<file path="src/rtl/result_display_driver.sv">
// Result display driver: captures a sign-magnitude result over valid/ready,
// blanks briefly on each new result, then scans it onto a 2-digit 7-segment display.
module result_display_driver #(
  parameter int unsigned SCAN_DIV     = 1000,
  parameter int unsigned BLANK_CYCLES = 8
) (
  input  logic       clk,
  input  logic       rst,
  input  logic       res_valid,
  output logic       res_ready,
  input  logic [2:0] res_mag,
  input  logic       res_sign,
  input  logic       res_zero,
  output logic [6:0] seg,
  output logic [1:0] an,
  output logic       err
);

  localparam int unsigned SCAN_W  = $clog2(SCAN_DIV + 1);
  localparam int unsigned BLANK_W = $clog2(BLANK_CYCLES + 1);

  localparam logic [6:0] SEG_DASH  = 7'h40;
  localparam logic [6:0] SEG_OFF   = 7'h00;
  localparam logic [1:0] AN_DIG0   = 2'b01;
  localparam logic [1:0] AN_DIG1   = 2'b10;

  typedef enum logic [1:0] {
    IDLE  = 2'd0,
    BLANK = 2'd1,
    SHOW  = 2'd2
  } state_t;

  state_t             state, nxt_state;
  logic [2:0]         mag, nxt_mag;
  logic               sign, nxt_sign;
  logic [SCAN_W-1:0]  scan_cnt, nxt_scan_cnt;
  logic               dig, nxt_dig;
  logic [BLANK_W-1:0] blank_cnt, nxt_blank_cnt;
  logic               nxt_err;
  logic               nxt_ready;
  logic [6:0]         nxt_seg;
  logic [1:0]         nxt_an;
  logic               accept;

  // 7-segment encoding for magnitudes 0..7, segments {g,f,e,d,c,b,a}
  function automatic logic [6:0] hex7(input logic [2:0] v);
    logic [6:0] s;
    case (v)
      3'd0:    s = 7'h3F;
      3'd1:    s = 7'h06;
      3'd2:    s = 7'h5B;
      3'd3:    s = 7'h4F;
      3'd4:    s = 7'h66;
      3'd5:    s = 7'h6D;
      3'd6:    s = 7'h7D;
      3'd7:    s = 7'h07;
      default: s = 7'h00;
    endcase
    return s;
  endfunction

  assign accept = res_valid && res_ready;

  // Next-state, capture and output decode; outputs are registered from next-state values
  always_comb begin
    nxt_state     = state;
    nxt_mag       = mag;
    nxt_sign      = sign;
    nxt_scan_cnt  = scan_cnt;
    nxt_dig       = dig;
    nxt_blank_cnt = blank_cnt;
    nxt_err       = err;
    nxt_ready     = 1'b1;
    nxt_seg       = SEG_DASH;
    nxt_an        = AN_DIG0;

    if (scan_cnt == SCAN_W'(SCAN_DIV - 1)) begin
      nxt_scan_cnt = '0;
      nxt_dig      = ~dig;
    end else begin
      nxt_scan_cnt = scan_cnt + SCAN_W'(1);
    end

    case (state)
      IDLE: begin
        if (accept) nxt_state = BLANK;
      end
      BLANK: begin
        if (blank_cnt == '0) nxt_state = SHOW;
        else                 nxt_blank_cnt = blank_cnt - BLANK_W'(1);
      end
      SHOW: begin
        if (accept) nxt_state = BLANK;
      end
      default: nxt_state = IDLE;
    endcase

    // Zero flag forces an unsigned zero so negative zero never reaches the display
    if (accept) begin
      nxt_mag       = res_zero ? 3'd0 : res_mag;
      nxt_sign      = res_zero ? 1'b0 : res_sign;
      nxt_err       = (res_zero != (res_mag == 3'd0));
      nxt_blank_cnt = BLANK_W'(BLANK_CYCLES - 1);
    end

    nxt_ready = (nxt_state != BLANK);
    nxt_an    = nxt_dig ? AN_DIG1 : AN_DIG0;

    case (nxt_state)
      IDLE:    nxt_seg = SEG_DASH;
      BLANK:   nxt_seg = SEG_OFF;
      SHOW:    nxt_seg = nxt_dig ? (nxt_sign ? SEG_DASH : SEG_OFF) : hex7(nxt_mag);
      default: nxt_seg = SEG_DASH;
    endcase
  end

  always_ff @(posedge clk) begin
    if (rst) begin
      state     <= IDLE;
      mag       <= 3'd0;
      sign      <= 1'b0;
      scan_cnt  <= '0;
      dig       <= 1'b0;
      blank_cnt <= '0;
      err       <= 1'b0;
      res_ready <= 1'b1;
      seg       <= SEG_DASH;
      an        <= AN_DIG0;
    end else begin
      state     <= nxt_state;
      mag       <= nxt_mag;
      sign      <= nxt_sign;
      scan_cnt  <= nxt_scan_cnt;
      dig       <= nxt_dig;
      blank_cnt <= nxt_blank_cnt;
      err       <= nxt_err;
      res_ready <= nxt_ready;
      seg       <= nxt_seg;
      an        <= nxt_an;
    end
  end

endmodule
</file>
<file path="config.mk">
export PLATFORM = sky130hd
export DESIGN_NAME = result_display_driver
export DESIGN_NICKNAME = d
export VERILOG_FILES = /design/src/rtl/result_display_driver.sv
export SDC_FILE = /design/constraint.sdc
export NUM_CORES = 1
export LEC_CHECK = 0
export CORE_MARGIN = 2
export CORE_UTILIZATION = 58
export DETAILED_ROUTE_END_ITERATION = 8
export PLACE_DENSITY = 0.87
export SYNTH_ARGS = -nofsm -noshare
export SYNTH_HDL_FRONTEND = slang
export SYNTH_SLANG_ARGS = --single-unit
</file>
<file path="constraint.sdc">
create_clock -name clk -period 4.1 [get_ports clk]
set_input_delay 0.82 -clock clk [delete_from_list [all_inputs] [get_ports clk]]
set_output_delay 0.82 -clock clk [all_outputs]
set_load 0.02 [all_outputs]
</file>
==> impl_metrics.ini, run 1 <==
[status]
status = completed

[sta]
slew_viol_final = 0
worst_slew_pin_slew_ps = 603
fin_setup_tns_ps = 0
hold_viol_final = 0
fmax_mhz = 357
skew_ps = 9.10
min_period_over_period = 0.683
min_period_ps = 2800
relSlewSlack = 0.597
setup_viol = 0
fin_ws_ps = 1300
rsz0062_at_grt = false

[cts]
numCtsBuffers = 5
clockRootBuffer = clkbuf_4
clk_pin_slew_ps = 90
post-cts-setup-buffers = 0
clk_latency_ps = 330
htreeDepth = 2
cts_tree = built
clock_sinks = 31
max-clock-path-buffers = 2
cts_hold_buf = 0
cts.repair.resized = 0

[placed_design]
port_buffers = 18
dp.final_hpwl_um = 2010
post-place-cells = 196
gp_congestion = 0.810
pre_cts_slack_ps = 990

[yosys]
synth_sequential_area_ratio = 0.415
yosys_register_bits = 31
synthArstFlopShare = 0
synth_flop_cell = dfxtp_1
netlist_area_mm2 = 0.00150
yosys-top-cells-area = dfxtp_1 42%, ha_1 5.9%, nor2_1 4.5%
synth_most_common_cell = dfxtp_1
avgSynthCellArea_um2 = 9.71
synth_top_area_cell = dfxtp_1
synth_top_area_share = 0.415
ys_top_cells_by_count = 31 x dfxtp_1, 18 x nor2_1, 9 x inv_1
synth-edff-count = 0
yosys_warnings = 0
synth_cells = 154
synth_cell_types = 44
syn_nets = 169

[final_layout]
drive_gt1_frac = 0.150
diodes = 0
areaGrowthSynthToFinish_pct = 16.0
stdcell_count = 203
fillerInstances = 182
final_core_util = 0.706
fin_nets = 188

[critical_path]
cp_max_fo = 10
regToRegEndpoint = seg[6]
cp.arrival_ps = 3080
crit_chain = clkdlybuf4s50_1 > nand2_2 > a31oi_1 > inv_1 > ha_1 > and2_2 > or4b_1 > a221o_1 > nand3_1
r2r_start = blank_cnt[0]
cp_slowest_stage_delay_ps = 540
startpoint_type = input port
critPathLaunch = res_valid
critPathSlowestCell = clkdlybuf4s50_1
crit_required_ps = 4370
worst-setup-path-type = in -> reg
ff2ff_path_depth = 10
cp_num_buf_inv = 2
crit_cells = 9
cp-end-kind = flip-flop
cp_top_family = simple AND/OR/NAND/NOR gates
r2r_slack_ps = 1410

[min_path]
hold-path-cell-count = 2
hp-class = reg -> reg
hold_end = err
hp-start = err

[floorplan]
core_region_area_mm2 = 0.00245
die_w_um = 54.8
die_y_um = 54.8
rows = 18
io_pins = 19
start_util = 0.609
dieArea_mm2 = 0.00300

[global_route]
antenna_found_initial = 0
grt_overflow = 0
grt_util_all_layers = 0.214
grt_pass1_wl_um = 4370
grt_max_degree = 19
grt_pass1_vias = 1052

[power]
vdd_ir_drop_max_v = 0.000298
power_density_mw_per_mm2 = 356
p_leak_uw = 0.000682

[routing]
drtAntennaViolNets = 0
drtPass1Iterations = 4
routedWlPerCell_um = 13.2
via_per_inst = 5.58
vias = 1133
routed_wl_um = 2690
drc = 0
dr.first_iter.drc_count = 26

[flow_run]
drv_cap = 0
-- per-stage QoR --
step / power, uW / instance area (um^2) / hold WS (ps)
CTS: 627 / 1730 / 457
floorplan: 420 / 1500 / 418
finish: 618 / 1730 / 456
global route: 651 / 1730 / 493
global placement: 447 / 1680 / 427
detailed placement: 452 / 1680 / 445
-- where the power goes --
group	total [uW]	leakage, uW	internal, uW	switching [uW]
clock	172	0.0000341	79.2	92.6
sequential	329	0.000253	317	11.8
combinational	116	0.000395	50.1	66.4
-- registers in the layout (all words and copies together), names as in the netlist --
| name | count |
|---|---|
| an | 2 |
| blank_cnt | 4 |
| err | 1 |
| mag | 3 |
| res_ready | 1 |
| scan_cnt | 10 |
| seg | 7 |
| sign | 1 |
| state | 2 |
-- layer usage --
| layer | part of all wire | global-route usage | routed length [um] | vias up |
|---|---|---|---|---|
| met2 | 0.48 | 0.359 | 1290 | 32 |
| li1 | - | - | - | 568 |
| met3 | 0.055 | 0.0656 | 148 | 9 |
| met4 | 0.024 | 0.117 | 65 | 0 |
| met5 | 0 | 0 | 0 | - |
| met1 | 0.44 | 0.239 | 1190 | 524 |
-- cell usage in the layout (no fill, tap or decap), types with 2 or more instances in the layout --
cell / n
dfxtp_1: 31
nor2_1: 18
clkdlybuf4s50_1: 18
inv_1: 9
nand2_1: 8
a21oi_1: 7
xnor2_1: 7
ha_1: 7
nor3_1: 6
nand3_1: 6
nand2b_1: 5
xor2_1: 5
clkbuf_4: 5
nor2b_1: 3
or2_2: 3
a2111oi_2: 3
a31oi_1: 2
o21ai_0: 2
and3_1: 2
a2111oi_4: 2
-- logic make-up (layout without fill, tap and decap cells) --
family | Yosys count | in the layout | share of synthesized area
xor+xnor | 13 | 13 | 0.0812
flops | 31 | 31 | 0.415
compound gates | 23 | 23 | 0.145
simple gates | 64 | 64 | 0.248
buf+inv | 15 | 34 | 0.0460
mux | 1 | 1 | 0.00669
fa+ha+maj | 7 | 7 | 0.0586
-- how the worst max path moves through the flow --
| stage | slack, ps | to |
|---|---|---|
| after floorplan | 1600 | seg[6] |
| after global placement | 1070 | seg[6] |
| after detailed placement | 990 | seg[6] |
| after CTS | 1300 | seg[6] |
| after global routing | 1160 | seg[6] |
| final | 1300 | seg[6] |
-- layout make-up --
class / count / area (um^2) / area share
Sequential cell: 31 / 621 / 0.358
Timing Repair Buffer: 18 / 180 / 0.104
Clock buffer: 6 / 51.3 / 0.0296
Tap cell: 30 / 37.5 / 0.0216
Clock inverter: 1 / 5.00 / 0.00289
Inverter: 9 / 33.8 / 0.0195
Multi-Input combinational cell: 108 / 806 / 0.465
-- worst reg2reg max path: stages (launching register included) --
cell and delay, ps:
dfxtp_1 320, inv_1 90, ha_1 160, or3b_2 500, nand2_1 150, o21a_1 190, ha_1 220, and2_2 170
or4b_1 430, a221o_1 330, nand3_1 80
Note: power is estimated with default switching activity, not from simulation.
==> run 2: changes to the inputs <==
--- a/config.mk
+++ b/config.mk
@@ -6,9 +6,9 @@
 export NUM_CORES = 1
 export LEC_CHECK = 0
 export CORE_MARGIN = 2
-export CORE_UTILIZATION = 58
+export CORE_UTILIZATION = 54
 export DETAILED_ROUTE_END_ITERATION = 8
-export PLACE_DENSITY = 0.87
+export PLACE_DENSITY = 0.82
 export SYNTH_ARGS = -nofsm -noshare
 export SYNTH_HDL_FRONTEND = slang
 export SYNTH_SLANG_ARGS = --single-unit
==> constraint.sdc (replaced) <==
create_clock -name clk -period 2.67 [get_ports clk]
set_input_delay 0.534 -clock clk [delete_from_list [all_inputs] [get_ports clk]]
set_output_delay 0.534 -clock clk [all_outputs]
set_load 0.02 [all_outputs]
==> impl_metrics.ini, run 2 (synthesis gave the netlist of run 1 again) <==
[status]
status = completed

[final_layout]
design_area_mm2 = 0.00180
drive_gt1_frac = 0.189
top_register = scan_cnt
areaGrowthSynthToFinish_pct = 20.6
largest_reg_flops = 10
multi_input_area_um2 = 816
fillerInstances = 227
fin_nets = 194
mostFrequentLayoutCells = 31 x dfxtp_1, 18 x nor2_1, 18 x clkdlybuf4s50_1
diodes = 0
final_core_util = 0.671
reg.largest.list = scan_cnt: 10 flops, seg: 7 flops, blank_cnt: 4 flops
final_common_cell = dfxtp_1
register_area_um2 = 621

[sta]
skew_ps = 6.03
fin_ws_ps = 184
min_period_ps = 2490
fmax_mhz = 402
worst_slew_pin_slew_ps = 527
fin_setup_tns_ps = 0
slew_viol_final = 0
hold_viol_final = 0
setup_viol = 0
relSlewSlack = 0.647
rsz0062_at_grt = false
min_period_over_period = 0.931

[floorplan]
rows = 19
dieArea_mm2 = 0.00321
core_region_area_mm2 = 0.00269
start_util = 0.557
die_w_um = 56.6
io_pins = 19
die_y_um = 56.6

[cts]
clock_sinks = 31
clk_pin_slew_ps = 90
clockRootBuffer = clkbuf_4
max-clock-path-buffers = 2
clk_latency_ps = 320
numCtsBuffers = 5
htreeDepth = 2
cts_tree = built
cts_hold_buf = 0

[critical_path]
cp-end-kind = flip-flop
r2r_start = blank_cnt[0]
crit_required_ps = 2940
startpoint_type = flip-flop
cp_slowest_stage_delay_ps = 420
r2r_slack_ps = 180
cp_num_buf_inv = 2
cp.arrival_ps = 2750
critPathSlowestCell = or4b_1
regToRegEndpoint = seg[6]
worst-setup-path-type = reg -> reg
cp_top_family = simple AND/OR/NAND/NOR gates
ff2ff_path_depth = 11
cp_max_fo = 4
crit_end = seg[6]
critPathLaunch = blank_cnt[0]
crit_cells = 11
crit_chain = inv_1 > ha_1 > or3b_4 > nor3_2 > a31oi_1 > inv_1 > ha_1 > and2_2 > or4b_1 > a221o_1 > nand3_1

[global_route]
grt_pass1_vias = 1110
met3_usage = 0.0507
grt_max_degree = 18
antenna_found_initial = 0
grt_pass1_wl_um = 4820
gr-usage-met2 = 0.324
grt_overflow = 0
busiest_layer = met2
met1_usage = 0.229
grt_util_all_layers = 0.191

[power]
vdd_ir_drop_max_v = 0.000357
p_total_uw = 1000
power_density_mw_per_mm2 = 556
p_leak_uw = 0.000717

[routing]
drtPass1Iterations = 4
vias = 1163
drtAntennaViolNets = 0
routed_wl_um = 2870
via_per_inst = 5.51
routedWlPerCell_um = 13.6
dr.first_iter.drc_count = 22
drc = 0

[placed_design]
place_area_mm2 = 0.00172
dp.final_hpwl_um = 2140
gp_congestion = 0.793
pre_cts_slack_ps = 97.5
port_buffers = 18

[min_path]
hp-class = reg -> reg

[flow_run]
drv_cap = 0
-- run 2: cell count changes in the layout (fill, tap and decap cells not counted), sizes merged --
cell | before | now
buf | 0 | 6
clkbuf | 6 | 8
clkinv | 1 | 0
-- run 2: cell type report --
type | instances | area share
inverters | 9 | 0.0187
multi-input cells | 108 | 0.452
clock buffers | 8 | 0.0382
well taps | 31 | 0.0215
repair buffers | 24 | 0.125
flip-flops and latches | 31 | 0.344
-- run 2: repair_timing --
action                                  4_1_cts  5_1_grt
gates resized for setup                       0        3
buffers inserted                              0        0
endpoints found under the setup margin        0        1
-- run 2: stage by stage --
step	hold slack, ps	instances
global placement	431	203
global route	473	211
CTS	456	211
floorplan	418	154
detailed placement	440	203
finish	453	211
-- run 2: per-layer routing --
layer	wire length (um)	vias to the layer above
met4	53	0
li1	-	578
met3	129	5
met5	0	-
met1	1260	559
met2	1430	21
-- run 2: how the worst min path moves through the flow --
stage | from | cells past startpoint | slack [ps] | to
6_report | scan_cnt[0] | 1 | 450 | scan_cnt[0]
5_1_grt | scan_cnt[0] | 1 | 470 | scan_cnt[0]
4_1_cts | scan_cnt[0] | 1 | 460 | scan_cnt[0]
3_5_place_dp | scan_cnt[0] | 1 | 440 | scan_cnt[0]
3_3_place_gp | scan_cnt[0] | 1 | 430 | scan_cnt[0]
2_1_floorplan | scan_cnt[0] | 1 | 420 | scan_cnt[0]
-- run 2: power by group --
group	total, uW	internal (uW)	switching (uW)
clock	303	155	148
combinational	193	87.8	106
sequential	507	488	19.1
total	1000	730	273
